===== config.mk =====
export PLATFORM = sky130hd
export DESIGN_NAME = mul4_fitness_eval
export DESIGN_NICKNAME = d
export VERILOG_FILES = /design/src/rtl/mul4_eval_pkg.sv /design/src/rtl/popcount16.sv /design/src/rtl/mul4_fitness_eval.sv
export SDC_FILE = /design/constraint.sdc
export NUM_CORES = 1
export LEC_CHECK = 0
export ABC_AREA = 1
export CORE_MARGIN = 2
export CORE_UTILIZATION = 23
export CTS_CLUSTER_DIAMETER = 120
export DETAILED_ROUTE_END_ITERATION = 16
export PLACE_DENSITY_LB_ADDON = 0.12
export SETUP_SLACK_MARGIN = 0.05
export SLEW_MARGIN = 20
export SYNTH_ARGS = -nofsm -noshare
export SYNTH_HDL_FRONTEND = slang
export SYNTH_SLANG_ARGS = --single-unit

===== constraint.sdc =====
create_clock -name clk -period 6.3 [get_ports clk]
set_input_delay 1.89 -clock clk [delete_from_list [all_inputs] [get_ports clk]]
set_output_delay 1.89 -clock clk [all_outputs]
set_load 0.05 [all_outputs]

===== src/rtl/mul4_eval_pkg.sv =====
// rtl/mul4_eval_pkg.sv - operand patterns, golden lanes and FSM states for mul4_fitness_eval
package mul4_eval_pkg;

  localparam int LANES = 4;

  localparam logic [15:0] PAT_A1 = 16'hFF00;
  localparam logic [15:0] PAT_A0 = 16'hF0F0;
  localparam logic [15:0] PAT_B1 = 16'hCCCC;
  localparam logic [15:0] PAT_B0 = 16'hAAAA;

  localparam logic [15:0] G3 = 16'h8000;
  localparam logic [15:0] G2 = 16'h4C00;
  localparam logic [15:0] G1 = 16'h6AC0;
  localparam logic [15:0] G0 = 16'hA0A0;

  localparam logic [LANES-1:0][15:0] GOLDEN = {G3, G2, G1, G0};

  typedef enum logic [2:0] {
    IDLE,
    SETTLE,
    SAMPLE,
    SCORE,
    DONE
  } state_t;

endpackage


===== src/rtl/popcount16.sv =====
// rtl/popcount16.sv - combinational population count of a 16-bit word
module popcount16 (
  input  logic [15:0] data,
  output logic [4:0]  count
);

  always_comb begin
    count = '0;
    for (int i = 0; i < 16; i++) begin
      count = count + {4'b0000, data[i]};
    end
  end

endmodule


===== src/rtl/mul4_fitness_eval.sv =====
// rtl/mul4_fitness_eval.sv - sequencer/scorer for a 2x2-bit multiplier candidate
// Optional per-lane error output: define MUL4_EVAL_LANE_ERR_EN.
module mul4_fitness_eval
  import mul4_eval_pkg::*;
#(
  parameter int SETTLE_CYCLES = 2,
  parameter int ID_W          = 8
) (
  input  logic            clk,
  input  logic            rst_n,
  input  logic            start,
  input  logic [ID_W-1:0] cand_id,
  input  logic            clear_best,
  output logic [15:0]     drv_a1,
  output logic [15:0]     drv_a0,
  output logic [15:0]     drv_b1,
  output logic [15:0]     drv_b0,
  input  logic [15:0]     y3,
  input  logic [15:0]     y2,
  input  logic [15:0]     y1,
  input  logic [15:0]     y0,
  output logic            busy,
  output logic            done,
  output logic [6:0]      fitness,
  output logic            perfect,
  output logic [6:0]      best_fitness,
`ifdef MUL4_EVAL_LANE_ERR_EN
  output logic [LANES-1:0][4:0] lane_err,
`endif
  output logic [ID_W-1:0] best_id
);

  state_t                  state, state_nxt;
  logic [3:0]              settle_cnt;
  logic [1:0]              lane;
  logic [ID_W-1:0]         id_q;
  logic [6:0]              acc;
  logic [6:0]              acc_sum;
  logic [LANES-1:0][15:0]  cap;
  logic [15:0]             lane_match;
  logic [4:0]              match_cnt;
  logic [6:0]              best_fit_q;
  logic [ID_W-1:0]         best_id_q;
  logic                    take_best;
`ifdef MUL4_EVAL_LANE_ERR_EN
  logic [LANES-2:0][4:0]   err_sh;
`endif

  assign lane_match = ~(cap[lane] ^ GOLDEN[lane]);

  popcount16 u_popcount (
    .data  (lane_match),
    .count (match_cnt)
  );

  assign acc_sum = acc + {2'b00, match_cnt};

  // A new best is shown during DONE and committed at its end, so clear_best in
  // that same cycle can still veto the update.
  assign take_best    = (state == DONE) && !clear_best && (acc > best_fit_q);
  assign best_fitness = take_best ? acc  : best_fit_q;
  assign best_id      = take_best ? id_q : best_id_q;

  assign busy   = (state != IDLE);
  assign done   = (state == DONE);
  assign drv_a1 = busy ? PAT_A1 : 16'h0000;
  assign drv_a0 = busy ? PAT_A0 : 16'h0000;
  assign drv_b1 = busy ? PAT_B1 : 16'h0000;
  assign drv_b0 = busy ? PAT_B0 : 16'h0000;

  always_comb begin
    state_nxt = state;
    case (state)
      IDLE:    if (start) state_nxt = SETTLE;
      SETTLE:  if (settle_cnt == 4'd1) state_nxt = SAMPLE;
      SAMPLE:  state_nxt = SCORE;
      SCORE:   if (lane == 2'd3) state_nxt = DONE;
      DONE:    state_nxt = IDLE;
      default: state_nxt = IDLE;
    endcase
  end

  always_ff @(posedge clk) begin
    if (!rst_n) begin
      state      <= IDLE;
      settle_cnt <= '0;
      lane       <= '0;
      id_q       <= '0;
      acc        <= '0;
      cap        <= '0;
      fitness    <= '0;
      perfect    <= 1'b0;
      best_fit_q <= '0;
      best_id_q  <= '0;
`ifdef MUL4_EVAL_LANE_ERR_EN
      err_sh     <= '0;
      lane_err   <= '0;
`endif
    end else begin
      state <= state_nxt;
      case (state)
        IDLE: begin
          if (start) begin
            id_q       <= cand_id;
            acc        <= '0;
            lane       <= '0;
            settle_cnt <= 4'(SETTLE_CYCLES);
          end
        end
        SETTLE: settle_cnt <= settle_cnt - 4'd1;
        SAMPLE: cap <= {y3, y2, y1, y0};
        SCORE: begin
          acc  <= acc_sum;
          lane <= lane + 2'd1;
          // Results land on the edge into DONE so they are valid with done.
          if (lane == 2'd3) begin
            fitness <= acc_sum;
            perfect <= (acc_sum == 7'd64);
          end
`ifdef MUL4_EVAL_LANE_ERR_EN
          err_sh <= {5'd16 - match_cnt, err_sh[LANES-2:1]};
          if (lane == 2'd3) lane_err <= {5'd16 - match_cnt, err_sh};
`endif
        end
        DONE: begin
          if (take_best) begin
            best_fit_q <= acc;
            best_id_q  <= id_q;
          end
        end
        default: ;
      endcase
      if (clear_best) begin
        best_fit_q <= '0;
        best_id_q  <= '0;
      end
    end
  end

endmodule


; Word level (Yosys, flattened, before mapping)
; Index checks and enable logic that the tools add are counted.
; Widths: inputs -> output; s select.
[op_classes]
muxes = 20
n_reduce_logical = 13
magnitude_cmp = 2
eq_ne = 10
add_sub_neg = 18
bitwise_logic = 3
[ops]
columns = operator, n
row1 = $mux 16, 6
row2 = $add 5x1->5, 14
row3 = $bmux 16 s2, 2
row4 = $not 16->16, 1
row5 = $xor 16x16->16, 1
row6 = $mux 7, 2
row7 = $pmux 7 s2, 1
row8 = $pmux 3 s4, 1
row9 = $mux 3, 3
row10 = $mux 8, 1
row11 = $pmux 4 s2, 1
row12 = $reduce_and 2->1, 4
row13 = $add 7x5->7, 1
row14 = $eq 7x7->1 const B, 1
row15 = $gt 7x7->1, 1
row16 = $eq 3x2->1 const B, 2
row17 = $ne 2x2->1 const B, 3
row18 = $eq 4x1->1 const B, 1
row19 = $mux 4, 1
row20 = $pmux 2 s2, 1
row21 = $reduce_bool 2->1, 2
row22 = $sub 4x1->4 const B, 1
row23 = $eq 3x1->1 const B, 1
row24 = $eq 3x3->1 const B, 1
row25 = other kinds (12), 13
[totals]
register_bits = 111
in_bits = 76
out_inout_bits = 89
elab_cells = 79

; Logic depth before layout (Yosys ltp)
[depth]
word_depth = 21
depth_mapped = 28
mapped_depth_nobuf = 26

; Hierarchy
; A second synthesis with hierarchy kept.
[hier_totals]
hier_cells = 851
area_unflattened_um2 = 6105.9
[modules_own_cells]
columns = module, cells_per_inst, n_inst, area_per_inst_um2, seq_area_each_um2
row1 = mul4_fitness_eval, 795, 1, 5676.7, 2222.1
row2 = popcount16, 56, 1, 429.2, 0.0

; Worst setup path before layout
; Ideal clock, no wire load.
[synth_path]
path_kind = register -> register
start = register lane[0]
end = register perfect
t_arrival_ns = 5.483
setup_ns = 0.070
setup_slack_ns = 0.747
period_less_slack_ns = 5.553
required_time_ns = 6.230
path_stages_with_launch = 23
path_buffers = 2
cell_sequence = dfxtp_1 -> buf_2 -> clkbuf_1 -> nand2_1 -> a32o_1 -> ha_1 -> inv_1 -> fa_1 -> fa_1 -> fa_1 -> inv_1 -> fa_1 -> inv_1 -> fa_1 -> fa_1 -> fa_1 -> inv_1 -> nand3_1 -> nand3_1 -> nand3_1 -> nor2_1 -> nand3_1 -> a21oi_1
[synth_between]
elab_chain_cells = 21
elab_cells_between_ends = 25
classes_between = add/sub (16) / eq/ne (2) / mux (4) / bitwise (2) / reduce/logical (1)
[synth_lines]
columns = item, line
row1 = from (decl), mul4_fitness_eval.sv:35  ; logic [1:0] lane;
row2 = from (signal assigned), mul4_fitness_eval.sv:114  ; lane <= lane + 2'd1;
row3 = $bmux 16 s2, mul4_fitness_eval.sv:49  ; assign lane_match = ~(cap[lane] ^ GOLDEN[lane]);
row4 = $mux 16 (not written as such), mul4_fitness_eval.sv:49
row5 = $xor 16x16->16, mul4_fitness_eval.sv:49
row6 = $not 16->16, mul4_fitness_eval.sv:49
row7 = $add 1x1->2, popcount16.sv:10  ; count = count + {4'b0000, data[i]};
row8 = $add 5x1->5 (14 in a row), popcount16.sv:10
row9 = $add 7x5->7, mul4_fitness_eval.sv:56  ; assign acc_sum = acc + {2'b00, match_cnt};
row10 = $eq 7x7->1, mul4_fitness_eval.sv:118  ; perfect <= (acc_sum == 7'd64);
row11 = to (signal assigned), mul4_fitness_eval.sv:118
row12 = to (decl), mul4_fitness_eval.sv:25  ; output logic perfect,
; Several ways; a longest one is shown, not always the timed one. The select of a mux whose other input is x is not followed.
; A chain may end at the register's enable or synchronous reset.

; Final worst setup path
; Ends and elaborated chain as after synthesis.

==> impl_results.md <==
- Fraction of power spent switching nets: a little over two fifths
- Number of buffers added for setup after CTS: 0
- Detailed-route vias per instance: 4.05
- Worst slack after detailed placement: roughly 0.55 ns
- Number of distinct library cell variants in the gate-level netlist after synthesis: 31
- Full die area: roughly 0.027 mm²
- Initial Util: between 20% and 30%
- Floorplan core area: approximately 0.025 mm²
- Post-Synthesis Cells: about 830
- Comb pwr share: just over 50%
- Setup TNS: 0 ns
- Power per standard cell area: about 370 mW/mm²
- Peak supply drop: between 0.2 and 0.25 mV
- Wire length per cell after detailed routing: between 10 and 15 µm
- Initial antenna violation count: 0
- Number of maximum-capacitance violations: 0
- Post-layout net count: approximately 1000
- I/O pin count: roughly 170
- Max-slew headroom: 39.8%
- Number of enable-type register cells in the synthesized netlist: 0
- Period utilisation layout: around nine tenths
- Least setup slack across all paths after layout: between 0.5 and 0.6 ns
- Die outline width: about 160 µm
- Count of clock tree sinks: ~110
- Via total after detailed routing: slightly above 5000
- Highest achievable clock rate: roughly 0.17 GHz
- Detailed-routed wire length on met2: 7.77 mm
- Row Count: 58
- Total of endpoints with negative setup slack in the final report: 0
- Req. time, crit path: between 6 and 7 ns
- Switching Power: around 1.2 mW
- Clock buffers created by TritonCTS: 9
- Growth of design area from synthesis to finish: 28.1%
- Vias in the first global route: 4822
- Pre-antenna DRT Iters: 4
- Clk_lat worst skew: between 0.3 and 0.4 ns
- Placed insts: 1227
- Total half-perimeter wirelength after legalization and detailed placement: about 13 mm
- First-pass GRT wire length: around 26 mm
- Final critical delay including setup and external delays: about 5.8 ns
- Critical path fanouts, max: 36
- IO Port Bufs: around 130
- Total global routing track utilization: between 10 and 15%
- Skew final: a little over 0.01 ns
- Largest net degree at the start of global routing: 66
- Data arrival, critical path: approximately 6 ns
- Maximum clock insertion buffer count: 2
- Final count of hold timing violations: 0
- Post-detailed-routing wire length: about 17 mm
- Hold-fix buffer count after cts: 0
- Post-synth ARST share: 0%
- Diodes inserted: 0
- Hold Crit Class: flop to flop
- Routability congestion estimate from global placement: 0.794
- Residual DRC count: 0
- TritonCTS clock tree: built
- Post-cts gate resize count: 0
- Internal cell power: 1.58 mW
- Clock transition at path regs: ~0.08 ns
- Fraction of final layout cells with drive strength greater than 1: between 6 and 7%
- Clock network power share: a little over a fifth
- Combined area of all synthesized cells: about 0.006 mm²
- Chip height: between 150 and 200 µm
- Most frequent standard cell in the layout excluding fill and tap cells: nor2_1
- Setup repair after global routing missed its margin: no
- Number of standard cells in the final layout excluding fillers: 1243
- Outcome: complete, no violations
- Highest metal layer with signal wires: met4
- Crit. End Element: flop
- Total met3 wirelength after detailed routing: just under 800 µm
- H-tree depth: 3
- Transition at the pin with the smallest max-transition slack: about 0.90 ns
- Fraction of the yosys area taken by sequential cells: 37.3%
- Worst Setup Start Kind: flop
- First DRT Iteration DRCs: about 210
- Root buffer selected by CTS: clkbuf_16
- Number of warning messages in the yosys log: 0
- Synth Flop Type: dfxtp_1
- Routed Antenna Nets: 0
- Overall overflow remaining after global route: 0
- Power share of the sequential group: between 20 and 30%
- Class of the most critical setup path: flop to flop
- Flops & latches, synth: approximately 110
- Max-slew violation count: 0
- Avg Synthesized Cell Area: between 7 and 8 µm²
- Leakage power: 3.25 nW
- Commonest cells after routing, fill and taps aside: nor2_1 (192), clkdlybuf4s50_1 (116), dfxtp_1 (111), o21ai_0 (103), nand2_1 (99)
- Met1 wire length: 7.82 mm
==> cell families (layout without fill, tap and decap cells) <==
family                     Yosys count  after routing  synth area share, %
AOI/OAI and AO/OA                  170            170                 15.8
xor gates and xnor gates            11             11                 1.62
adders and majority gates           35             35                 8.73
buffers and inverters              187            242                 16.2
DFF                                111            111                 37.3
other                                1             32               0.0629
and+or+nand+nor                    312            312                 20.3
==> through the flow <==
| step | area, µm² | hold slack [ns] | power, mW | util [%] |
|---|---|---|---|---|
| 2_1_floorplan | 6080 | 0.443 | 1.93 | - |
| 3_3_place_gp | 7330 | 0.459 | 2.25 | 29.0 |
| 3_5_place_dp | 7330 | 0.465 | 2.25 | 29.0 |
| 4_1_cts | 7630 | 0.476 | 2.85 | 30.1 |
| 5_1_grt | 7630 | 0.500 | 3.04 | 30.1 |
| 6_report | 7630 | 0.473 | 2.79 | 30.1 |
==> Yosys cell counts, types with 2 or more instances <==
| cell | number | area [µm²] |
|---|---|---|
| buf_4 | 65 | 488 |
| clkbuf_1 | 22 | 82.6 |
| ha_1 | 24 | 300 |
| inv_1 | 81 | 304 |
| o21a_1 | 2 | 15.0 |
| o21ai_2 | 10 | 87.6 |
| inv_2 | 2 | 7.51 |
| nand3_1 | 15 | 75.1 |
| o22ai_1 | 10 | 62.6 |
| nand2_1 | 100 | 375 |
| a32o_1 | 4 | 40.0 |
| nor2_1 | 192 | 721 |
| dfxtp_1 | 111 | 2220 |
| o21ai_1 | 5 | 25.0 |
| xnor2_1 | 4 | 35.0 |
| buf_2 | 15 | 75.1 |
| o211ai_1 | 4 | 30.0 |
| xor2_1 | 7 | 61.3 |
| a21oi_1 | 30 | 150 |
| o21ai_0 | 103 | 515 |
| fa_1 | 11 | 220 |
==> sequential cells by signal (all words and copies together) (netlist names) <==
name        count
best_id_q       8
acc             7
fitness         7
state           3
best_fit_q      7
id_q            8
lane            2
perfect         1
settle_cnt      4
cap            64
==> metal layers <==
metal	vias to the layer above	global-route usage (%)
met2	113	20.9
met1	2227	16.2
met5	-	0
li1	2683	-
met3	10	2.61
met4	0	2.85
==> final cells by class <==
cell class	instances	area [µm²]
timing repair buffer	142	1490
inverter	84	315
fill	2784	17700
tap	330	413
sequential	111	2220
clock inverter	6	70.1
clock buffer	10	229
multi-input combinational	560	2890
==> worst max-delay path: stages (launching register included) <==
cell,delay [ns]
dfxtp_1,0.33
buf_4,0.33
nand2_1,0.09
a32o_1,0.27
ha_1,0.29
inv_1,0.06
fa_1,0.50
fa_1,0.52
fa_1,0.55
inv_1,0.06
fa_1,0.53
inv_1,0.05
fa_1,0.46
fa_1,0.50
fa_1,0.43
inv_1,0.10
nand3_1,0.09
nand3_1,0.11
nand3_1,0.12
nor2_1,0.11
nand3_1,0.07
a21oi_1,0.11
==> power groups by stage <==
stage,Sequential (mW),Clock (mW),Combinational (mW)
finish,0.792,0.580,1.42
floorplan,0.792,0,1.14
detailed placement,0.811,0,1.44
CTS,0.794,0.606,1.45
global route,0.800,0.632,1.61
global placement,0.811,0,1.44
==> path summary, 6_finish.rpt <==
| path | end | slack, ns | cells past startpoint | from |
|---|---|---|---|---|
| hold reg to reg | settle_cnt[3] | 0.47 | 2 | settle_cnt[3] |
| setup / recovery | perfect | 0.54 | 21 | lane[0] |
| setup reg to reg | perfect | 0.54 | 21 | lane[0] |
| hold / removal | settle_cnt[3] | 0.47 | 2 | settle_cnt[3] |
(Power assumes the default switching activity.)
